### config.mk
export PLATFORM = sky130hd
export DESIGN_NAME = cache_im_axi_read_master
export DESIGN_NICKNAME = d
export VERILOG_FILES = /design/src/rtl/axi_pkg.sv /design/src/rtl/cache_im_axi_read_master.sv
export SDC_FILE = /design/constraint.sdc
export NUM_CORES = 1
export LEC_CHECK = 0
export ABC_AREA = 0
export CORE_MARGIN = 4
export CORE_UTILIZATION = 28
export CTS_BUF_LIST = sky130_fd_sc_hd__clkbuf_16
export CTS_CLUSTER_DIAMETER = 40
export DETAILED_ROUTE_END_ITERATION = 8
export PLACE_DENSITY = 0.77
export SETUP_SLACK_MARGIN = 0.15
export SLEW_MARGIN = 20
export SYNTH_ARGS = -nofsm -noshare
export SYNTH_HDL_FRONTEND = slang
export SYNTH_SLANG_ARGS = --single-unit
### constraint.sdc
create_clock -name clk -period 1.43 [get_ports clk]
set_clock_uncertainty 0.15 [all_clocks]
set_input_delay 0.429 -clock clk [delete_from_list [all_inputs] [get_ports clk]]
set_output_delay 0.429 -clock clk [all_outputs]
set_load 0.005 [all_outputs]
### src/rtl/axi_pkg.sv
// Shared AXI read-master definitions: bus widths, burst/size/response codes and the
// read-master state encoding reused by both the instruction- and data-side masters.
`ifndef AXI_DEFINES_SVH
`define AXI_DEFINES_SVH
`define AXI_ADDR_BITS 32
`define AXI_DATA_BITS 32
`endif

package axi_pkg;

    localparam logic [1:0] BURST_INCR = 2'b01;
    localparam logic [2:0] SIZE_4B    = 3'b010;

    localparam logic [1:0] OKAY   = 2'b00;
    localparam logic [1:0] SLVERR = 2'b10;
    localparam logic [1:0] DECERR = 2'b11;

    typedef enum logic [1:0] {
        sIDLE = 2'd0,
        sADDR = 2'd1,
        sDATA = 2'd2
    } axi_rd_state_e;

endpackage

### src/rtl/cache_im_axi_read_master.sv
// Instruction-cache line-fill master: turns a one-cycle miss request into a single
// INCR burst on AXI AR/R, forwards beats combinationally and flags protocol anomalies.
module cache_im_axi_read_master
    import axi_pkg::*;
#(
    parameter int ID_WIDTH    = 4,
    parameter int AR_ID       = 0,
    parameter int BURST_BEATS = 4
) (
    input  logic                       clk,
    input  logic                       rstn,

    input  logic                       ARvalid,
    input  logic [`AXI_ADDR_BITS-1:0]  read_addr_M,
    output logic                       read_data_valid_M,
    output logic [`AXI_DATA_BITS-1:0]  read_data_M,
    output logic                       Rlast,
    output logic                       busy,
    output logic                       protocol_err,

    output logic [ID_WIDTH-1:0]        ARID_M,
    output logic [`AXI_ADDR_BITS-1:0]  ARADDR_M,
    output logic [3:0]                 ARLEN_M,
    output logic [2:0]                 ARSIZE_M,
    output logic [1:0]                 ARBURST_M,
    output logic                       ARVALID_M,
    input  logic                       ARREADY_M,

    input  logic [ID_WIDTH-1:0]        RID_M,
    input  logic [`AXI_DATA_BITS-1:0]  RDATA_M,
    input  logic [1:0]                 RRESP_M,
    input  logic                       RLAST_M,
    input  logic                       RVALID_M,
    output logic                       RREADY_M
);

    localparam logic [1:0]          LAST_IDX = 2'(BURST_BEATS - 1);
    localparam logic [ID_WIDTH-1:0] EXP_ID   = ID_WIDTH'(AR_ID);

    axi_rd_state_e               state, state_nxt;
    logic [`AXI_ADDR_BITS-1:0]   addr_reg;
    logic [1:0]                  beat_cnt;
    logic                        ar_hs;
    logic                        beat_acc;
    logic                        beat_bad;

    // Low nibble is dropped because requests are always line aligned.
    logic unused_addr_bits;
    assign unused_addr_bits = ^read_addr_M[3:0];

    assign ARID_M    = EXP_ID;
    assign ARLEN_M   = 4'(BURST_BEATS - 1);
    assign ARSIZE_M  = SIZE_4B;
    assign ARBURST_M = BURST_INCR;
    assign ARADDR_M  = addr_reg;

    assign ar_hs    = ARVALID_M & ARREADY_M;
    assign beat_acc = RVALID_M & RREADY_M;

    assign read_data_valid_M = beat_acc;
    assign read_data_M       = RDATA_M;
    assign Rlast             = beat_acc & RLAST_M;

    // Anomalies are recorded but never alter sequencing; only RLAST ends the burst.
    assign beat_bad = (RRESP_M != OKAY)
                    | (RID_M != EXP_ID)
                    | ( RLAST_M & (beat_cnt != LAST_IDX))
                    | (~RLAST_M & (beat_cnt == LAST_IDX));

    always_comb begin
        state_nxt = state;
        ARVALID_M = 1'b0;
        RREADY_M  = 1'b0;
        busy      = 1'b1;
        unique case (state)
            sIDLE: begin
                busy = 1'b0;
                if (ARvalid) state_nxt = sADDR;
            end
            sADDR: begin
                ARVALID_M = 1'b1;
                if (ARREADY_M) state_nxt = sDATA;
            end
            sDATA: begin
                RREADY_M = 1'b1;
                if (RVALID_M && RLAST_M) state_nxt = sIDLE;
            end
            default: state_nxt = sIDLE;
        endcase
    end

    always_ff @(posedge clk or negedge rstn) begin
        if (!rstn) begin
            state        <= sIDLE;
            addr_reg     <= '0;
            beat_cnt     <= 2'd0;
            protocol_err <= 1'b0;
        end else begin
            state <= state_nxt;
            if (state == sIDLE && ARvalid)
                addr_reg <= {read_addr_M[`AXI_ADDR_BITS-1:4], 4'b0000};
            if (ar_hs)
                beat_cnt <= 2'd0;
            else if (beat_acc)
                beat_cnt <= beat_cnt + 2'd1;
            if (beat_acc && beat_bad)
                protocol_err <= 1'b1;
        end
    end

endmodule
==> reports/results.ini, run 1 <==
[power_and_ir_drop]
power_frac_comb_pct=50.2
switchingPower_mw=1.44
ir_worst_vdd_v=0.00102
p_leak_nw=1.32
p_total_mw=5.32
power_density_mw_per_mm2=2000
sw_frac_of_total_pct=27.2
sequentialPowerShare_pct=31.1
power.share.clock_pct=18.7
p_int_mw=3.87

[cts]
cts.clk_slew.worst_paths_ns=0.05
clock-sinks=33
h-tree-depth=2
numCtsBuffers=5
clk_root_buffer_cell=clkbuf_16
clockBufferDepth=2
clk_latency_ns=0.27
cts_tree=built

[global_route]
grt_pass1_wl_microns=5950
track_usage_pct=10.2
grt_overflow=0
grt_max_degree=34
grt_pass1_vias=1240
antenna_found_initial=0

[timing]
final_max_slew_viol_count=0
fmax_ghz=0.568
final.setup.tns_ns=-9.57
min_period_ns=1.76
fin_ws_ns=-0.330
setup_viol=34
hold_viol=0
rsz0062_at_grt=yes
period_share_pct=123

[drt]
via_per_inst=3.99
routed_wl_microns=4060
wl_per_cell_microns=13.9
drc=0
firstDrtPassIters=3
vias=1165
ant_nets=0
drt-initial-drc-count=13

[cells_and_area]
diodes=0
post-route-util_pct=44.4
multiInputGateArea_sq_um=646
regArea_sq_um=826
drive_above_1_share_pct=51.2
fin_nets=293
syn_to_final_growth_pct=53.0
final.fill_count=567

[synthesis]
synthSimpleGateAreaFrac_pct=3.81
synthAdderAreaFrac_pct=0.719
synth_edf_count=0
synth.area.top_cells=dfrtp_1, buf_4, mux2_2, mux2_4, buf_12
yosysTopAreaCellShare_pct=47.5
synth_top_family_by_area=buffers and inverters
yosysWarnings=0
synth_ff_type=dfrtp_1
syn_area_sq_mm=0.00174
synth_cells=137
ys_seq_area_share_pct=47.5
synth_seq_cells=33
syn_avg_cell_area_sq_um=12.7
synth_mux_area_share_pct=20.6
synthArstFlopShare_pct=100
synth-compound-area-share_pct=1.87
synth_xor_area_share_pct=1.01
ys_types=25
synth_top_area_cell=dfrtp_1

[setup_path]
cp_max_fo=3
critPathRequiredTime_ns=0.85
start_kind=register
crit_arrival_ns=1.18
crit_path_top_delay_cell=dfrtp_1
crit_type=reg -> out
crit_buf_inv=2
crit_family=flip-flops
setup.worst_path.end_class=primary output
slowest_delay_ns=0.39
reg2reg_from=state[1]$_DFFE_PN0P_
crit_start=state[1]$_DFFE_PN0P_
crit_chain=buf_4 > nor2b_4 > and3_1 > buf_2

[floorplanning]
start_util_pct=29.0
design.die.area_sq_mm=0.00754
die_h_microns=86.8
core_region_area_sq_mm=0.00599
io-pin-count=159
rows=28
die_x_microns=86.8

[hold_path]
hp-class=reg -> reg
hold_path.startpoint=ARADDR_M[10]$_DFFE_PN0P_

[run]
cap_violations=0

[status]
status=finished, violations left
violations=negative setup slack

[place]
place_hpwl_microns=2610
gp_congestion=0.730
portBuffers=73

-- state kept, by name, summed over array words and instances (netlist names) --
name	cells
ARADDR_M	28
beat_cnt	2
protocol_err	1
state	2
-- Yosys cell counts (2+ instances only) --
cell / n
inv_1: 2
conb_1: 2
mux2_4: 9
dfrtp_1: 33
xnor2_1: 2
nor2b_1: 2
mux2_2: 19
a21oi_1: 2
buf_4: 50
-- routing by layer --
metal	wire [microns]	vias to the layer above	global-route usage, %
met3	399	12	5.13
met2	2050	59	17.0
met4	36	0	3.40
li1	-	544	-
met5	0	-	0
met1	1570	550	11.3
-- logic make-up after synthesis --
group	after synthesis
buffers and inverters	55
flip-flops	33
multiplexers	29
AND/OR/NAND/NOR	10
AO/OA/AOI/OAI	5
other	2
XOR/XNOR	2
adder cells (fa/ha/maj)	1
-- power groups by stage --
stage / clock network [mW] / logic (mW) / registers (mW)
2_1_floorplan: 0 / 0.994 / 1.68
5_1_grt: 1.07 / 2.88 / 1.72
3_3_place_gp: 0 / 2.16 / 1.65
3_5_place_dp: 0 / 2.19 / 1.65
4_1_cts: 1.03 / 2.33 / 1.65
6_report: 0.993 / 2.67 / 1.65
-- placed cells by master (no fill, tap or decap) --
cell	instances
clkdlybuf4s50_1	36
buf_2	34
dfrtp_1	33
mux2_4	28
buf_4	24
conb_1	17
clkbuf_16	7
buf_6	7
inv_1	3
nor2b_4	2
a21oi_1	2
clkinv_2	2
dlygate4sd2_1	2
buf_12	2
or2_4	1
and3b_1	1
and3_1	1
nor2_4	1
nor4_1	1
xnor2_1	1
nor3_1	1
nor2_1	1
a31oi_1	1
nand2_1	1
a22o_1	1
mux2i_1	1
xnor2_2	1
a21o_1	1
ha_1	1
buf_16	1
dlygate4sd3_1	1
buf_8	1
-- worst paths after layout --
path                                            end  slack, ns  cells past startpoint
max in group asynchronous  ARADDR_M[14]$_DFFE_PN0P_       0.46                      3
min reg2reg                ARADDR_M[10]$_DFFE_PN0P_       0.35                      1
max reg2reg                ARADDR_M[10]$_DFFE_PN0P_      -0.32                      6
min                        ARADDR_M[10]$_DFFE_PN0P_       0.35                      1
max                                           Rlast      -0.33                      4
min in group asynchronous  ARADDR_M[30]$_DFFE_PN0P_       0.49                      3
-- per-stage QoR --
stage / instances / area [sq um] / setup slack, ns / hold slack [ns]
3_3_place_gp: 256 / 2300 / -0.732 / 0.250
6_report: 292 / 2660 / -0.330 / 0.354
5_1_grt: 292 / 2660 / -0.388 / 0.376
3_5_place_dp: 256 / 2300 / -0.755 / 0.250
2_1_floorplan: 152 / 1800 / -0.141 / -0.0166
4_1_cts: 279 / 2510 / -0.337 / 0.354
-- timing repair --
item | 4_1_cts | 5_1_grt
pin swaps | 3 | 0
hold endpoints to repair | 33 | 0
endpoints found under the setup margin | 67 | 66
gates resized for setup | 168 | 5
setup buffers | 12 | 11
gates cloned | 2 | 2
hold buffers | 1 | 0
-- layout make-up --
class,instances,share of cell area [%]
timing repair buffer,110,35.7
sequential,33,31.0
inverter,2,0.282
clock inverter,3,0.517
clock buffer,5,4.70
tap,75,3.53
multi-input combinational,64,24.3
-- worst reg2reg max path, stage by stage, from the launching register on --
cell and delay, ns:
dfrtp_1 0.39, buf_6 0.13, or2_4 0.27, nor2_4 0.11
buf_6 0.14, clkbuf_16 0.15, mux2_4 0.29
(Power assumes the default switching activity.)
==> inputs of run 2 (changes only) <==
--- a/config.mk
+++ b/config.mk
@@ -7,11 +7,11 @@
 export LEC_CHECK = 0
 export ABC_AREA = 0
 export CORE_MARGIN = 4
-export CORE_UTILIZATION = 28
+export CORE_UTILIZATION = 33
 export CTS_BUF_LIST = sky130_fd_sc_hd__clkbuf_16
 export CTS_CLUSTER_DIAMETER = 40
 export DETAILED_ROUTE_END_ITERATION = 8
-export PLACE_DENSITY = 0.77
+export PLACE_DENSITY = 0.86
 export SETUP_SLACK_MARGIN = 0.15
 export SLEW_MARGIN = 20
 export SYNTH_ARGS = -nofsm -noshare
==> constraint.sdc (replaced) <==
create_clock -name clk -period 2.2 [get_ports clk]
set_clock_uncertainty 0.15 [all_clocks]
set_input_delay 0.66 -clock clk [delete_from_list [all_inputs] [get_ports clk]]
set_output_delay 0.66 -clock clk [all_outputs]
set_load 0.005 [all_outputs]
==> run 2 against run 1 <==
Against the previous run:
- the run now ends clean
- sequential share of layout area increased by 2.9 points
- largest power group unchanged
- flip-flop and latch count unchanged
- global-route usage increased by 0.19 points
- final area decreased by 8.7%
==> reports/results.ini, run 2 (synthesis results as in run 1) <==
[floorplanning]
design.die.area_sq_mm=0.00650
rows=26
core_region_area_sq_mm=0.00511
die_x_microns=80.6
io-pin-count=159
start_util_pct=34.1
die_h_microns=80.6

[setup_path]
start_kind=register
slowest_delay_ns=0.51
crit_chain=nor2b_4 > clkdlybuf4s50_1
crit_family=buffers and inverters
crit_type=reg -> out
crit_path_top_delay_cell=clkdlybuf4s50_1
cp_max_fo=4
crit_buf_inv=1
crit_arrival_ns=1.33
setup.worst_path.end_class=primary output
critPathRequiredTime_ns=1.39

[cells_and_area]
largest_reg_flops=28
diodes=0
layout_common_cells=clkdlybuf4s50_1, dfrtp_1, mux2_2
syn_to_final_growth_pct=39.8
fin_cells=259
drive_above_1_share_pct=27.0
regArea_sq_um=826
final.fill_count=494
mostFrequentLayoutCell=clkdlybuf4s50_1
multiInputGateArea_sq_um=567
fin_nets=266

[cts]
clock-sinks=33
clockBufferDepth=2
clk_latency_ns=0.26
postCtsHoldBufs=0
cts_tree=built
numCtsBuffers=5
h-tree-depth=2
cts.clk_slew.worst_paths_ns=0.05
clk_root_buffer_cell=clkbuf_16

[drt]
via_per_inst=4.17
drt-initial-drc-count=42
wl_per_cell_microns=13.1
drc=0
routed_wl_microns=3390
firstDrtPassIters=3
vias=1080
ant_nets=0

[global_route]
grt_max_degree=34
grt_pass1_vias=1164
antenna_found_initial=0
track_usage_pct=10.4
grt_pass1_wl_microns=5110
grt_overflow=0

[timing]
hold_ws_ns=0.187
final.setup.tns_ns=0
setup_viol=0
rsz0062_at_grt=yes
fin_ws_ns=0.0633
final_max_slew_viol_count=0
period_share_pct=97.1
hold_viol=0
fmax_ghz=0.468
min_period_ns=2.14

[status]
status=finished, final reports clean

[power_and_ir_drop]
power_density_mw_per_mm2=1280
ir_worst_vdd_v=0.000609
p_leak_nw=1.09

[run]
cap_violations=0

[place]
gp_congestion=0.626
portBuffers=73
dp_slack_ns=-0.464
place_hpwl_microns=2640
dp.cells=249

[hold_path]
hp-class=in -> async

## run 2: layout make-up
cell class	count	share of cell area [%]
Clock inverter	2	0.309
Multi-Input combinational cell	64	23.3
Timing Repair Buffer	83	33.4
Sequential cell	33	34.0
Clock buffer	5	5.15
Tap cell	70	3.60
Inverter	2	0.309
## run 2: worst paths after layout
kind / slack [ns] / to / depth (start not counted) / start
worst max-delay path: 0.06 / RREADY_M / 2 / state[0]$_DFFE_PN0P_
worst min-delay path: 0.19 / ARADDR_M[6]$_DFFE_PN0P_ / 2 / rstn
worst max register to register: 0.46 / ARADDR_M[10]$_DFFE_PN0P_ / 5 / state[1]$_DFFE_PN0P_
worst min register to register: 0.35 / ARADDR_M[18]$_DFFE_PN0P_ / 1 / ARADDR_M[18]$_DFFE_PN0P_
max in group asynchronous: 1.53 / ARADDR_M[25]$_DFFE_PN0P_ / 2 / rstn
min in group clk: 0.35 / ARADDR_M[18]$_DFFE_PN0P_ / 1 / ARADDR_M[18]$_DFFE_PN0P_
## run 2: per-layer routing
| metal | GRT usage (%) | up-vias | routed length, microns |
|---|---|---|---|
| met5 | 0 | - | 0 |
| met4 | 4.05 | 0 | 31 |
| met3 | 6.50 | 10 | 489 |
| met2 | 16.8 | 68 | 1640 |
| met1 | 10.8 | 516 | 1230 |
| li1 | - | 486 | - |
## run 2: repair_timing
action / 4_1_cts / 5_1_grt
gates resized for setup: 13 / 5
pin swaps: 1 / 1
setup endpoints to repair: 5 / 3
buffers inserted: 1 / 2
## run 2: worst reg2reg max path: stages, from the launching register on
cell     delay, ns
dfrtp_1       0.39
buf_4         0.15
or2_4         0.26
nor2_4        0.13
buf_4         0.20
mux2_2        0.34
## run 2: power breakdown
group          leakage, nW  internal (mW)  total [mW]  switching (mW)
logic                0.636          0.998        1.41           0.410
clock network       0.0685          0.403       0.622           0.219
registers            0.389          0.912        1.07           0.159
total                 1.09           2.31        3.10           0.787
## run 2: metrics by stage
step | util [%] | cell area (sq um) | power (mW)
3_5_place_dp | 44.6 | 2280 | 2.48
6_report | 47.6 | 2430 | 3.10
3_3_place_gp | 44.6 | 2280 | 2.44
4_1_cts | 47.1 | 2410 | 3.13
2_1_floorplan | - | 1800 | 1.74
5_1_grt | 47.6 | 2430 | 3.32
==> inputs of run 3 (changes only) <==
--- a/config.mk
+++ b/config.mk
@@ -5,12 +5,12 @@
 export SDC_FILE = /design/constraint.sdc
 export NUM_CORES = 1
 export LEC_CHECK = 0
-export ABC_AREA = 0
 export CORE_MARGIN = 4
 export CORE_UTILIZATION = 33
 export CTS_BUF_LIST = sky130_fd_sc_hd__clkbuf_16
 export CTS_CLUSTER_DIAMETER = 40
 export DETAILED_ROUTE_END_ITERATION = 8
+export GPL_TIMING_DRIVEN = 0
 export PLACE_DENSITY = 0.86
 export SETUP_SLACK_MARGIN = 0.15
 export SLEW_MARGIN = 20
==> constraint.sdc (replaced) <==
create_clock -name clk -period 2.2 [get_ports clk]
set_clock_uncertainty 0.15 [all_clocks]
set_input_delay 0.33 -clock clk [delete_from_list [all_inputs] [get_ports clk]]
set_output_delay 0.33 -clock clk [all_outputs]
set_load 0.005 [all_outputs]
==> run 3 against run 2 <==
Against the previous run:
- cell count increased by 30%
- routed wire length rose by 32%
- critical path depth is 1 higher
- critical path type unchanged
- clock-buffer cell count stayed put
- clock power about the same
- flip-flop and latch count unchanged
- largest cell class is now non-clock buffers
- first-iteration DRC count decreased by 71%
- power grew 3.7%
==> reports/results.ini, run 3 (synthesis results as in run 1) <==
[drt]
firstDrtPassIters=2
ant_nets=0
vias=1354
wl_per_cell_microns=13.3
drt-initial-drc-count=12
drc=0
via_per_inst=4.02
routed_wl_microns=4480

[timing]
final.setup.tns_ns=0
setup_viol=0
fin_ws_ns=0.175
period_share_pct=92.1
min_period_ns=2.03
hold_viol=0
rsz0062_at_grt=yes
fmax_ghz=0.494
final_max_slew_viol_count=0

[power_and_ir_drop]
ir_worst_vdd_v=0.000471
p_leak_nw=1.43
power_density_mw_per_mm2=1040
p_total_mw=3.22

[place]
place_hpwl_microns=3770
portBuffers=105
dp.cells=328
gp_congestion=0.629
dp_slack_ns=-0.0286

[floorplanning]
die_x_microns=80.6
design.die.area_sq_mm=0.00650
start_util_pct=34.1
die_h_microns=80.6
rows=26
io-pin-count=159
core_region_area_sq_mm=0.00511

[cts]
clockBufferDepth=2
cts_setup_buffers=0
h-tree-depth=2
clk_latency_ns=0.26
clock-sinks=33
cts_tree=built
numCtsBuffers=5
clk_root_buffer_cell=clkbuf_16
cts.clk_slew.worst_paths_ns=0.05

[setup_path]
crit_buf_inv=1
slowest_delay_ns=0.50
setup.worst_path.end_class=primary output
start_kind=register
crit_type=reg -> out
critPathRequiredTime_ns=1.72
crit_family=buffers and inverters
crit_path_top_delay_cell=clkdlybuf4s50_1
cp_max_fo=4
crit_arrival_ns=1.55
crit_chain=nor2b_1 > and3_1 > clkdlybuf4s50_1

[cells_and_area]
fin_nets=343
layout_common_cells=clkdlybuf4s50_1, buf_4, dfrtp_1
final.fill_count=410
diodes=0
largest_reg_flops=28
fin_cells=337
syn_to_final_growth_pct=78.4
mostFrequentLayoutCell=clkdlybuf4s50_1
drive_above_1_share_pct=33.7

[hold_path]
hp-class=reg -> reg

[run]
cap_violations=0

[global_route]
grt_pass1_vias=1435
grt_pass1_wl_microns=6490
grt_overflow=0
grt_max_degree=18
track_usage_pct=12.8
antenna_found_initial=0

[status]
status=finished, final reports clean

-- run 3: cell count changes in the layout (fill, tap and decap cells not counted), moves of 2 or more --
cell and delta:
buf_4 +42, buf_2 -2, nor2b_1 +2, inv_1 +2
nor2b_4 -2, clkdlybuf4s50_1 +37
-- run 3: metal layers --
| layer | share of wire (%) | global-route usage (%) | vias to the layer above | wire length, microns |
|---|---|---|---|---|
| met3 | 13 | 5.38 | 4 | 584 |
| met4 | 0.42 | 2.87 | 0 | 19 |
| met2 | 53 | 24.0 | 87 | 2370 |
| met5 | 0 | 0 | - | 0 |
| li1 | - | - | 641 | - |
| met1 | 34 | 13.1 | 622 | 1510 |
-- run 3: path summary, 6_finish.rpt --
kind                                           from                       end  slack [ns]  depth (start not counted)
max                            state[1]$_DFFE_PN0P_                     Rlast        0.17                          3
min                        ARADDR_M[17]$_DFFE_PN0P_  ARADDR_M[17]$_DFFE_PN0P_        0.35                          1
max reg2reg                    state[0]$_DFFE_PN0P_  ARADDR_M[25]$_DFFE_PN0P_        0.55                          5
min reg2reg                ARADDR_M[17]$_DFFE_PN0P_  ARADDR_M[17]$_DFFE_PN0P_        0.35                          1
max in group asynchronous                      rstn  ARADDR_M[15]$_DFFE_PN0P_        1.07                          3
min in group asynchronous                      rstn  protocol_err$_DFFE_PN0P_        0.40                          2
-- run 3: power by group --
group          switching (mW)  leakage (nW)  internal, mW  total [mW]
logic                   0.436         0.962          1.08        1.51
registers               0.170         0.389         0.913        1.08
clock network           0.217        0.0776         0.405       0.622
total                   0.823          1.43          2.39        3.22
-- run 3: metrics by stage --
| stage | instance area (sq um) | hold slack (ns) | util, % |
|---|---|---|---|
| after floorplan | 1800 | -0.116 | - |
| after global placement | 2930 | 0.339 | 57.4 |
| after detailed placement | 2960 | 0.147 | 57.9 |
| after CTS | 3100 | 0.360 | 60.8 |
| after global routing | 3100 | 0.378 | 60.8 |
| final | 3100 | 0.355 | 60.8 |
-- run 3: cell type report --
cell class / instances / area, sq um / area share [%]
clock buffers: 5 / 125 / 4.03
multi-input cells: 64 / 552 / 17.8
repair buffers: 107 / 1080 / 34.9
clock inverters: 3 / 11.3 / 0.363
well taps: 70 / 87.6 / 2.82
inverters: 2 / 7.51 / 0.242
plain buffers: 53 / 412 / 13.3
flip-flops and latches: 33 / 826 / 26.6
-- run 3: repair_timing --
action / 4_1_cts / 5_1_grt
endpoints found under the hold margin: 16 / 0
gates cloned: 0 / 0
resized for setup: 2 / 0
pin swaps: 0 / 0
setup endpoints to repair: 1 / 2
hold buffers: 1 / 0
